**config.mk**
```make
export PLATFORM = sky130hd
export DESIGN_NAME = vga_fb_pixel_stream_flat
export DESIGN_NICKNAME = d
export VERILOG_FILES = /design/src/rtl/vga_fb_pixel_stream_if.sv /design/src/rtl/vga_fb_pixel_stream.sv /design/src/flat_wrapper.sv
export SDC_FILE = /design/constraint.sdc
export NUM_CORES = 1
export LEC_CHECK = 0
export CORE_ASPECT_RATIO = 0.8
export CORE_MARGIN = 2
export CORE_UTILIZATION = 30
export DETAILED_ROUTE_END_ITERATION = 12
export PLACE_DENSITY = 0.66
export REMOVE_ABC_BUFFERS = 1
export SLEW_MARGIN = 20
export SYNTH_ARGS = -nofsm -noshare
export SYNTH_HDL_FRONTEND = slang
export SYNTH_SLANG_ARGS = --single-unit
```
**constraint.sdc**
```tcl
create_clock -name clk -period 3.8 [get_ports clk]
set_input_delay 0.76 -clock clk [delete_from_list [all_inputs] [get_ports clk]]
set_output_delay 0.76 -clock clk [all_outputs]
set_load 0.05 [all_outputs]
```
**src/rtl/vga_fb_pixel_stream_if.sv**
```systemverilog
// Framebuffer read port between the pixel stream stage and the framebuffer memory.
// The master issues read strobes and addresses. The slave returns data a fixed number of cycles later.
interface vga_fb_pixel_stream_if #(
  parameter int ADDR_BITS  = 19,
  parameter int PIXEL_BITS = 12
);
  logic                  fb_rd_en;
  logic [ADDR_BITS-1:0]  fb_addr;
  logic [PIXEL_BITS-1:0] fb_data;

  modport master (
    output fb_rd_en,
    output fb_addr,
    input  fb_data
  );

  modport slave (
    input  fb_rd_en,
    input  fb_addr,
    output fb_data
  );
endinterface

```
**src/rtl/vga_fb_pixel_stream.sv**
```systemverilog
// Turns the column/row stream into framebuffer reads and a display pixel stream.
// Sync and visible flags are delayed so that they come out aligned with the returned pixel data.
module vga_fb_pixel_stream #(
  parameter int H_VISIBLE      = 640,
  parameter int H_FRONT_PORCH  = 16,
  parameter int H_SYNC_PULSE   = 96,
  parameter int H_WHOLE_LINE   = 800,
  parameter int V_VISIBLE      = 480,
  parameter int V_FRONT_PORCH  = 10,
  parameter int V_SYNC_PULSE   = 2,
  parameter int V_WHOLE_FRAME  = 525,
  parameter int READ_LATENCY   = 2,
  parameter int PIXEL_BITS     = 12,
  parameter int ADDR_BITS      = 19,
  localparam int COLUMN_BITS   = $clog2(H_WHOLE_LINE),
  localparam int ROW_BITS      = $clog2(V_WHOLE_FRAME)
) (
  input  logic                   clk,
  input  logic                   reset,
  input  logic                   enable,
  input  logic [COLUMN_BITS-1:0] column,
  input  logic [ROW_BITS-1:0]    row,
  vga_fb_pixel_stream_if.master  fb,
  output logic                   pix_valid,
  output logic                   hsync,
  output logic                   vsync,
  output logic                   visible,
  output logic [PIXEL_BITS-1:0]  rgb
);

  localparam logic [COLUMN_BITS-1:0] H_VIS_C      = COLUMN_BITS'(H_VISIBLE);
  localparam logic [COLUMN_BITS-1:0] H_SYNC_BEG_C = COLUMN_BITS'(H_VISIBLE + H_FRONT_PORCH);
  localparam logic [COLUMN_BITS-1:0] H_SYNC_END_C = COLUMN_BITS'(H_VISIBLE + H_FRONT_PORCH + H_SYNC_PULSE);
  localparam logic [ROW_BITS-1:0]    V_VIS_C      = ROW_BITS'(V_VISIBLE);
  localparam logic [ROW_BITS-1:0]    V_SYNC_BEG_C = ROW_BITS'(V_VISIBLE + V_FRONT_PORCH);
  localparam logic [ROW_BITS-1:0]    V_SYNC_END_C = ROW_BITS'(V_VISIBLE + V_FRONT_PORCH + V_SYNC_PULSE);

  typedef struct packed {
    logic valid;
    logic vis;
    logic hs_n;
    logic vs_n;
  } meta_t;

  localparam meta_t META_IDLE = '{valid: 1'b0, vis: 1'b0, hs_n: 1'b1, vs_n: 1'b1};

  logic                  vis_s;
  logic                  hs_n_s;
  logic                  vs_n_s;
  logic                  frame_start_s;

  logic                  fb_rd_en_d, fb_rd_en_q;
  logic [ADDR_BITS-1:0]  fb_addr_d, fb_addr_q;
  logic [ADDR_BITS-1:0]  addr_cnt_d, addr_cnt_q;
  meta_t                 meta_d [0:READ_LATENCY];
  meta_t                 meta_q [0:READ_LATENCY];
  logic                  pix_valid_d, pix_valid_q;
  logic                  hsync_d, hsync_q;
  logic                  vsync_d, vsync_q;
  logic                  visible_d, visible_q;
  logic [PIXEL_BITS-1:0] rgb_d, rgb_q;

  // Region decode of the incoming coordinate.
  always_comb begin
    vis_s         = (column < H_VIS_C) && (row < V_VIS_C);
    hs_n_s        = !((column >= H_SYNC_BEG_C) && (column < H_SYNC_END_C));
    vs_n_s        = !((row >= V_SYNC_BEG_C) && (row < V_SYNC_END_C));
    frame_start_s = (column == {COLUMN_BITS{1'b0}}) && (row == {ROW_BITS{1'b0}});
  end

  // Next-state logic for the read issue stage, delay line and output register.
  always_comb begin
    fb_rd_en_d  = 1'b0;
    fb_addr_d   = fb_addr_q;
    addr_cnt_d  = addr_cnt_q;
    meta_d[0]   = META_IDLE;
    for (int i = 1; i <= READ_LATENCY; i++) begin
      meta_d[i] = meta_q[i-1];
    end
    pix_valid_d = 1'b0;
    hsync_d     = hsync_q;
    vsync_d     = vsync_q;
    visible_d   = visible_q;
    rgb_d       = rgb_q;

    if (enable) begin
      meta_d[0]  = '{valid: 1'b1, vis: vis_s, hs_n: hs_n_s, vs_n: vs_n_s};
      fb_rd_en_d = vis_s;
      // The linear counter replaces row*H_VISIBLE+column; frame start re-anchors it.
      if (frame_start_s) begin
        fb_addr_d  = {ADDR_BITS{1'b0}};
        addr_cnt_d = ADDR_BITS'(1);
      end else if (vis_s) begin
        fb_addr_d  = addr_cnt_q;
        addr_cnt_d = addr_cnt_q + ADDR_BITS'(1);
      end else begin
        fb_addr_d  = fb_addr_q;
        addr_cnt_d = addr_cnt_q;
      end
    end else begin
      meta_d[0]  = META_IDLE;
      fb_rd_en_d = 1'b0;
    end

    if (meta_q[READ_LATENCY].valid) begin
      pix_valid_d = 1'b1;
      hsync_d     = meta_q[READ_LATENCY].hs_n;
      vsync_d     = meta_q[READ_LATENCY].vs_n;
      visible_d   = meta_q[READ_LATENCY].vis;
      rgb_d       = meta_q[READ_LATENCY].vis ? fb.fb_data : {PIXEL_BITS{1'b0}};
    end else begin
      pix_valid_d = 1'b0;
    end
  end

  // State registers with synchronous active-low reset.
  always_ff @(posedge clk) begin
    if (!reset) begin
      fb_rd_en_q  <= 1'b0;
      fb_addr_q   <= {ADDR_BITS{1'b0}};
      addr_cnt_q  <= {ADDR_BITS{1'b0}};
      for (int i = 0; i <= READ_LATENCY; i++) begin
        meta_q[i] <= META_IDLE;
      end
      pix_valid_q <= 1'b0;
      hsync_q     <= 1'b1;
      vsync_q     <= 1'b1;
      visible_q   <= 1'b0;
      rgb_q       <= {PIXEL_BITS{1'b0}};
    end else begin
      fb_rd_en_q  <= fb_rd_en_d;
      fb_addr_q   <= fb_addr_d;
      addr_cnt_q  <= addr_cnt_d;
      meta_q      <= meta_d;
      pix_valid_q <= pix_valid_d;
      hsync_q     <= hsync_d;
      vsync_q     <= vsync_d;
      visible_q   <= visible_d;
      rgb_q       <= rgb_d;
    end
  end

  assign fb.fb_rd_en = fb_rd_en_q;
  assign fb.fb_addr  = fb_addr_q;
  assign pix_valid   = pix_valid_q;
  assign hsync       = hsync_q;
  assign vsync       = vsync_q;
  assign visible     = visible_q;
  assign rgb         = rgb_q;

endmodule

```
**src/flat_wrapper.sv**
```systemverilog
// flat-port wrapper written by rule: the top's interface ports become plain ports
module vga_fb_pixel_stream_flat 
#(
  parameter int H_VISIBLE      = 640,
  parameter int H_FRONT_PORCH  = 16,
  parameter int H_SYNC_PULSE   = 96,
  parameter int H_WHOLE_LINE   = 800,
  parameter int V_VISIBLE      = 480,
  parameter int V_FRONT_PORCH  = 10,
  parameter int V_SYNC_PULSE   = 2,
  parameter int V_WHOLE_FRAME  = 525,
  parameter int READ_LATENCY   = 2,
  parameter int PIXEL_BITS     = 12,
  parameter int ADDR_BITS      = 19,
  localparam int COLUMN_BITS   = $clog2(H_WHOLE_LINE),
  localparam int ROW_BITS      = $clog2(V_WHOLE_FRAME)
)
  (clk, reset, enable, column, row, pix_valid, hsync, vsync, visible, rgb, fb_fb_rd_en, fb_fb_addr, fb_fb_data);
  vga_fb_pixel_stream_if #(.ADDR_BITS(ADDR_BITS), .PIXEL_BITS(PIXEL_BITS)) fb_i ();
  input  logic clk;
  input  logic reset;
  input  logic enable;
  input  logic [COLUMN_BITS-1:0] column;
  input  logic [ROW_BITS-1:0] row;
  output logic pix_valid;
  output logic hsync;
  output logic vsync;
  output logic visible;
  output logic [PIXEL_BITS-1:0] rgb;
  output wire logic [$bits(fb_i.fb_rd_en)-1:0] fb_fb_rd_en;
  output wire logic [$bits(fb_i.fb_addr)-1:0] fb_fb_addr;
  input wire logic [$bits(fb_i.fb_data)-1:0] fb_fb_data;
  assign fb_fb_rd_en = fb_i.fb_rd_en;
  assign fb_fb_addr = fb_i.fb_addr;
  assign fb_i.fb_data = fb_fb_data;
  vga_fb_pixel_stream #(.H_VISIBLE(H_VISIBLE), .H_FRONT_PORCH(H_FRONT_PORCH), .H_SYNC_PULSE(H_SYNC_PULSE), .H_WHOLE_LINE(H_WHOLE_LINE), .V_VISIBLE(V_VISIBLE), .V_FRONT_PORCH(V_FRONT_PORCH), .V_SYNC_PULSE(V_SYNC_PULSE), .V_WHOLE_FRAME(V_WHOLE_FRAME), .READ_LATENCY(READ_LATENCY), .PIXEL_BITS(PIXEL_BITS), .ADDR_BITS(ADDR_BITS)) u_core (.clk(clk), .reset(reset), .enable(enable), .column(column), .row(row), .fb(fb_i), .pix_valid(pix_valid), .hsync(hsync), .vsync(vsync), .visible(visible), .rgb(rgb));
endmodule
```
==> results.rst <==
.. list-table::
   :header-rows: 1

   * - Metric
     - Value
   * - Result of the run
     - finished clean
   * - Post-synthesis async set-or-reset flop share
     - 0%
   * - Number of antenna cells inserted
     - 0
   * - Total of buffers placed on input and output ports
     - 70
   * - Most used DFF post-synth
     - sky130_fd_sc_hd__dfxtp_1
   * - Simple-gate area share of the yosys netlist
     - a little under a third
   * - Number of global-route vias before repair
     - ~2200
   * - Count of unresolved DRC violations after routing
     - 0
   * - Worst setup path startpoint
     - column[7]
   * - Deepest clock path buffer count
     - 2
   * - Maximum level of the CTS H-tree
     - 3
   * - Combinational family with the most area after synthesis
     - simple AND/OR/NAND/NOR gates
   * - Part of the Yosys area used for sequential elements
     - 48.1%
   * - Clock Root Buffer
     - sky130_fd_sc_hd__clkbuf_16
   * - WP data arrival
     - approximately 2.6 ns
   * - Cell type with the highest aggregate area in the netlist
     - sky130_fd_sc_hd__dfxtp_1
   * - Number of non-filler instances in the completed layout
     - 486
   * - First-pass GRT wire length
     - around 10000 um
   * - Setup crit start kind
     - primary input
   * - Kind of end point of the critical path
     - register
   * - Violation count after the first detailed-route iteration
     - 159
   * - Number of ports placed on the die boundary
     - 71
   * - Time the worst path needs with I/O delays and setup
     - 2.45 ns
   * - Critical register-to-register path startpoint
     - u_core.addr_cnt_q[1]$_SDFFE_PN0P_
   * - Critical Path End
     - u_core.addr_cnt_q[14]$_SDFFE_PN0P_
   * - Synth top area share
     - 48.1%
   * - DRT Pass-1 Iters
     - 4
   * - Final-report setup violation count
     - 0
   * - Source of the worst hold timing path
     - u_core.meta_d[5]$_SDFF_PN1_
   * - Cells resized by post-CTS repair
     - 0
   * - Wire length reported by the detailed router
     - 6340 um
   * - Count of different cell masters after synthesis
     - 44
   * - Compound-Gate Fraction of Synth Area
     - about 17%
   * - Final worst-path cycle share
     - around 64%
   * - Number of nets in the finished design
     - 402
   * - Synthesized instance count
     - ~300
   * - # Post-CTS Setup Buffers
     - 0
   * - Length in cells of the worst reg-to-reg path
     - 6
   * - Final standard cell area without fillers
     - 0.00383 sq mm
   * - Dpl cells
     - 470
   * - Hold Slack
     - 0.403 ns
   * - Most area-consuming cells after synthesis
     - sky130_fd_sc_hd__dfxtp_1, sky130_fd_sc_hd__nor2b_1, sky130_fd_sc_hd__a22oi_1, sky130_fd_sc_hd__a21oi_1, sky130_fd_sc_hd__nand2_1
   * - Layout cells sized above 1
     - 7.55%
   * - Synth Area in Adders
     - 0.455%
   * - Maximum number of pins on one net before global-route repair
     - 57
   * - Setup tns final
     - 0 ns
   * - Overall die width
     - 111 um
   * - Cell area after placement
     - 0.00353 sq mm
   * - Leak pwr
     - about 0.0013 uW
   * - Count of standard-cell rows
     - 31
   * - TritonCTS clock tree
     - done
   * - Xor/xnor share of the synthesized area
     - 0%
   * - Worst-case headroom to the max-slew limit
     - 59.5%
   * - Detail-routed net length per standard cell
     - 13.0 um
   * - Final Slew Violations
     - 0
   * - Count of antenna-violating nets left after detailed routing
     - 0
   * - RSZ-0062 raised after global routing
     - false
   * - TritonCTS buffer count
     - 9
   * - Mapped Area
     - ~0.0027 sq mm
   * - Mean Syn Cell Area
     - 9.10 sq um
   * - Final GP Congestion
     - between 0.7 and 0.8
   * - Die ar.
     - ~0.0099 sq mm
   * - Reg-to-reg critical path endpoint
     - u_core.addr_cnt_q[16]$_SDFFE_PN0P_
   * - Number of inserted filler cells in the final layout
     - ~890
   * - Placeable Area
     - 0.00896 sq mm
   * - Share of cell area taken by muxes after synthesis
     - 0.729%
   * - Clk sink count
     - 66
   * - Final global-route overflow total
     - 0
   * - YS warnings
     - 0
   * - Final hold violation count
     - 0
   * - Insertion delay to the later sink of the worst-skew pair
     - 0.32 ns
   * - Post-synthesis sequential element count
     - 66
   * - Maximum resistive drop on vdd
     - 0.000209 V
   * - Clock-pin slew on the worst setup and hold paths
     - around 0.050 ns
   * - Vertical die dimension
     - 89.6 um
   * - Worst Skew
     - 0.00434 ns
   * - Area added between synthesis and finish
     - 39.5%
   * - Largest fanout on the critical path
     - 13
   * - Power per standard cell area
     - 418 mW/mm^2
   * - Max-cap check violation count
     - 0
   * - Data required time of the worst path
     - 3.99 ns
   * - Hold buffers post-CTS
     - 0
   * - Count of flip-flops with a built-in enable after synthesis
     - 0
   * - Classification of the worst-slack hold path
     - register to register
   * - Starting density of the core
     - a little under a third
   * - Critical path start-end classification
     - primary input to register
   * - Dpl hpwl
     - 4270 um
   * - Initial antenna violation count
     - 0
   * - R2r setup slk
     - 1.91 ns
   * - Final standard cell utilization of the core
     - around 43%
   * - Total routing usage reported by global routing
     - between 10% and 20%
   * - Number of vias after detailed routing
     - 2378
   * - Via/cell ratio
     - 4.89
   * - Highest achievable clock rate
     - 0.409 GHz
   * - Slew at the pin closest to its max-slew limit
     - 0.607 ns
## flip-flops by register name, summed over array words and instances, names as in the netlist
name	count
u_core.meta_q	4
u_core.fb.fb_addr	19
u_core.vsync	1
u_core.visible	1
u_core.pix_valid	1
u_core.rgb	12
u_core.hsync	1
u_core.addr_cnt_q	19
u_core.meta_d	8
## layer usage
layer	GRT usage (%)	up-vias	wire (um)
li1	-	1213	-
met1	16.2	1093	3150
met2	20.6	65	2780
met3	4.30	7	340
met4	3.41	0	57
met5	0	-	0
## Yosys cell counts (2+ instances only)
library cell	instances
sky130_fd_sc_hd__buf_2	3
sky130_fd_sc_hd__nor2_1	4
sky130_fd_sc_hd__mux2i_1	2
sky130_fd_sc_hd__dfxtp_1	66
sky130_fd_sc_hd__o22ai_1	6
sky130_fd_sc_hd__o32ai_1	2
sky130_fd_sc_hd__and2_1	7
sky130_fd_sc_hd__clkbuf_1	15
sky130_fd_sc_hd__o21ai_0	4
sky130_fd_sc_hd__and4_1	3
sky130_fd_sc_hd__nand2b_1	5
sky130_fd_sc_hd__a22oi_1	19
sky130_fd_sc_hd__o21a_1	4
sky130_fd_sc_hd__buf_4	2
sky130_fd_sc_hd__a21oi_1	25
sky130_fd_sc_hd__nand4b_1	8
sky130_fd_sc_hd__nand3_1	7
sky130_fd_sc_hd__nor2b_1	44
sky130_fd_sc_hd__or3b_1	4
sky130_fd_sc_hd__nor4_1	4
sky130_fd_sc_hd__nand2_1	27
sky130_fd_sc_hd__nand4_1	8
sky130_fd_sc_hd__nor3b_1	2
sky130_fd_sc_hd__inv_1	4
sky130_fd_sc_hd__nor2_2	2
sky130_fd_sc_hd__and3_1	7
## kinds of logic (layout without fill, tap and decap cells)
| group | after synthesis | count (layout) |
|---|---|---|
| buffers and inverters | 24 | 93 |
| DFF | 66 | 66 |
| adders and majority gates | 1 | 1 |
| AOI/OAI and AO/OA | 71 | 71 |
| muxes | 2 | 2 |
| and+or+nand+nor | 138 | 138 |
## how the worst min path moves through the flow
stage / to / slack (ns) / cells past startpoint
after global routing: u_core.meta_d[0]$_SDFF_PN1_ / 0.42 / 1
after global placement: u_core.meta_d[0]$_SDFF_PN1_ / 0.39 / 1
after floorplan: u_core.meta_d[0]$_SDFF_PN1_ / 0.39 / 1
final: u_core.meta_d[1]$_SDFF_PN1_ / 0.40 / 1
after CTS: u_core.meta_q[0]$_SDFF_PN1_ / 0.41 / 1
after detailed placement: u_core.meta_q[0]$_SDFF_PN1_ / 0.39 / 1
## cell usage in the layout, fill, tap and decap left out, types with 2 or more instances in the layout
master / count
sky130_fd_sc_hd__clkdlybuf4s50_1: 69
sky130_fd_sc_hd__nand2b_1: 5
sky130_fd_sc_hd__a22oi_1: 19
sky130_fd_sc_hd__nor4_1: 4
sky130_fd_sc_hd__clkbuf_16: 9
sky130_fd_sc_hd__a21oi_1: 25
sky130_fd_sc_hd__mux2i_1: 2
sky130_fd_sc_hd__nand3_1: 7
sky130_fd_sc_hd__nor2b_1: 44
sky130_fd_sc_hd__o22ai_1: 6
sky130_fd_sc_hd__clkinv_2: 2
sky130_fd_sc_hd__nand2_1: 27
sky130_fd_sc_hd__and4_1: 3
sky130_fd_sc_hd__nor2_2: 2
sky130_fd_sc_hd__o21ai_0: 4
sky130_fd_sc_hd__nand4b_1: 8
sky130_fd_sc_hd__dfxtp_1: 66
sky130_fd_sc_hd__and2_1: 7
sky130_fd_sc_hd__nor2_1: 4
sky130_fd_sc_hd__buf_4: 3
sky130_fd_sc_hd__nand4_1: 8
sky130_fd_sc_hd__o21a_1: 4
sky130_fd_sc_hd__and3_1: 7
sky130_fd_sc_hd__or3b_1: 4
sky130_fd_sc_hd__o32ai_1: 2
sky130_fd_sc_hd__inv_1: 4
sky130_fd_sc_hd__nor3b_1: 2
## cell type report
class,count,area (sq um),share of cell area [%]
repair buffers,73,718,18.7
clock inverters,6,65.1,1.70
flip-flops and latches,66,1320,34.5
inverters,4,15.0,0.392
multi-input cells,212,1330,34.7
well taps,115,144,3.75
clock buffers,10,239,6.23
## metrics by stage
stage	power, uW	setup WS (ns)
finish	1600	1.35
global route	1660	1.17
CTS	1630	1.38
detailed placement	799	1.03
global placement	797	1.11
floorplan	739	0.485
## critical path, stage by stage
cell and delay (ns):
sky130_fd_sc_hd__clkdlybuf4s50_1 0.44, sky130_fd_sc_hd__nor4_1 0.28, sky130_fd_sc_hd__and3_1 0.25, sky130_fd_sc_hd__nand2_1 0.34
sky130_fd_sc_hd__nand2_1 0.41, sky130_fd_sc_hd__o32ai_1 0.15
## report_power, final
part | total, uW | internal, uW | switching (uW)
Clock | 818 | 526 | 292
Combinational | 84.5 | 44.9 | 39.6
Sequential | 699 | 696 | 3.19
Total | 1600 | 1270 | 335
No activity file was read; power rests on OpenSTA's default activity.
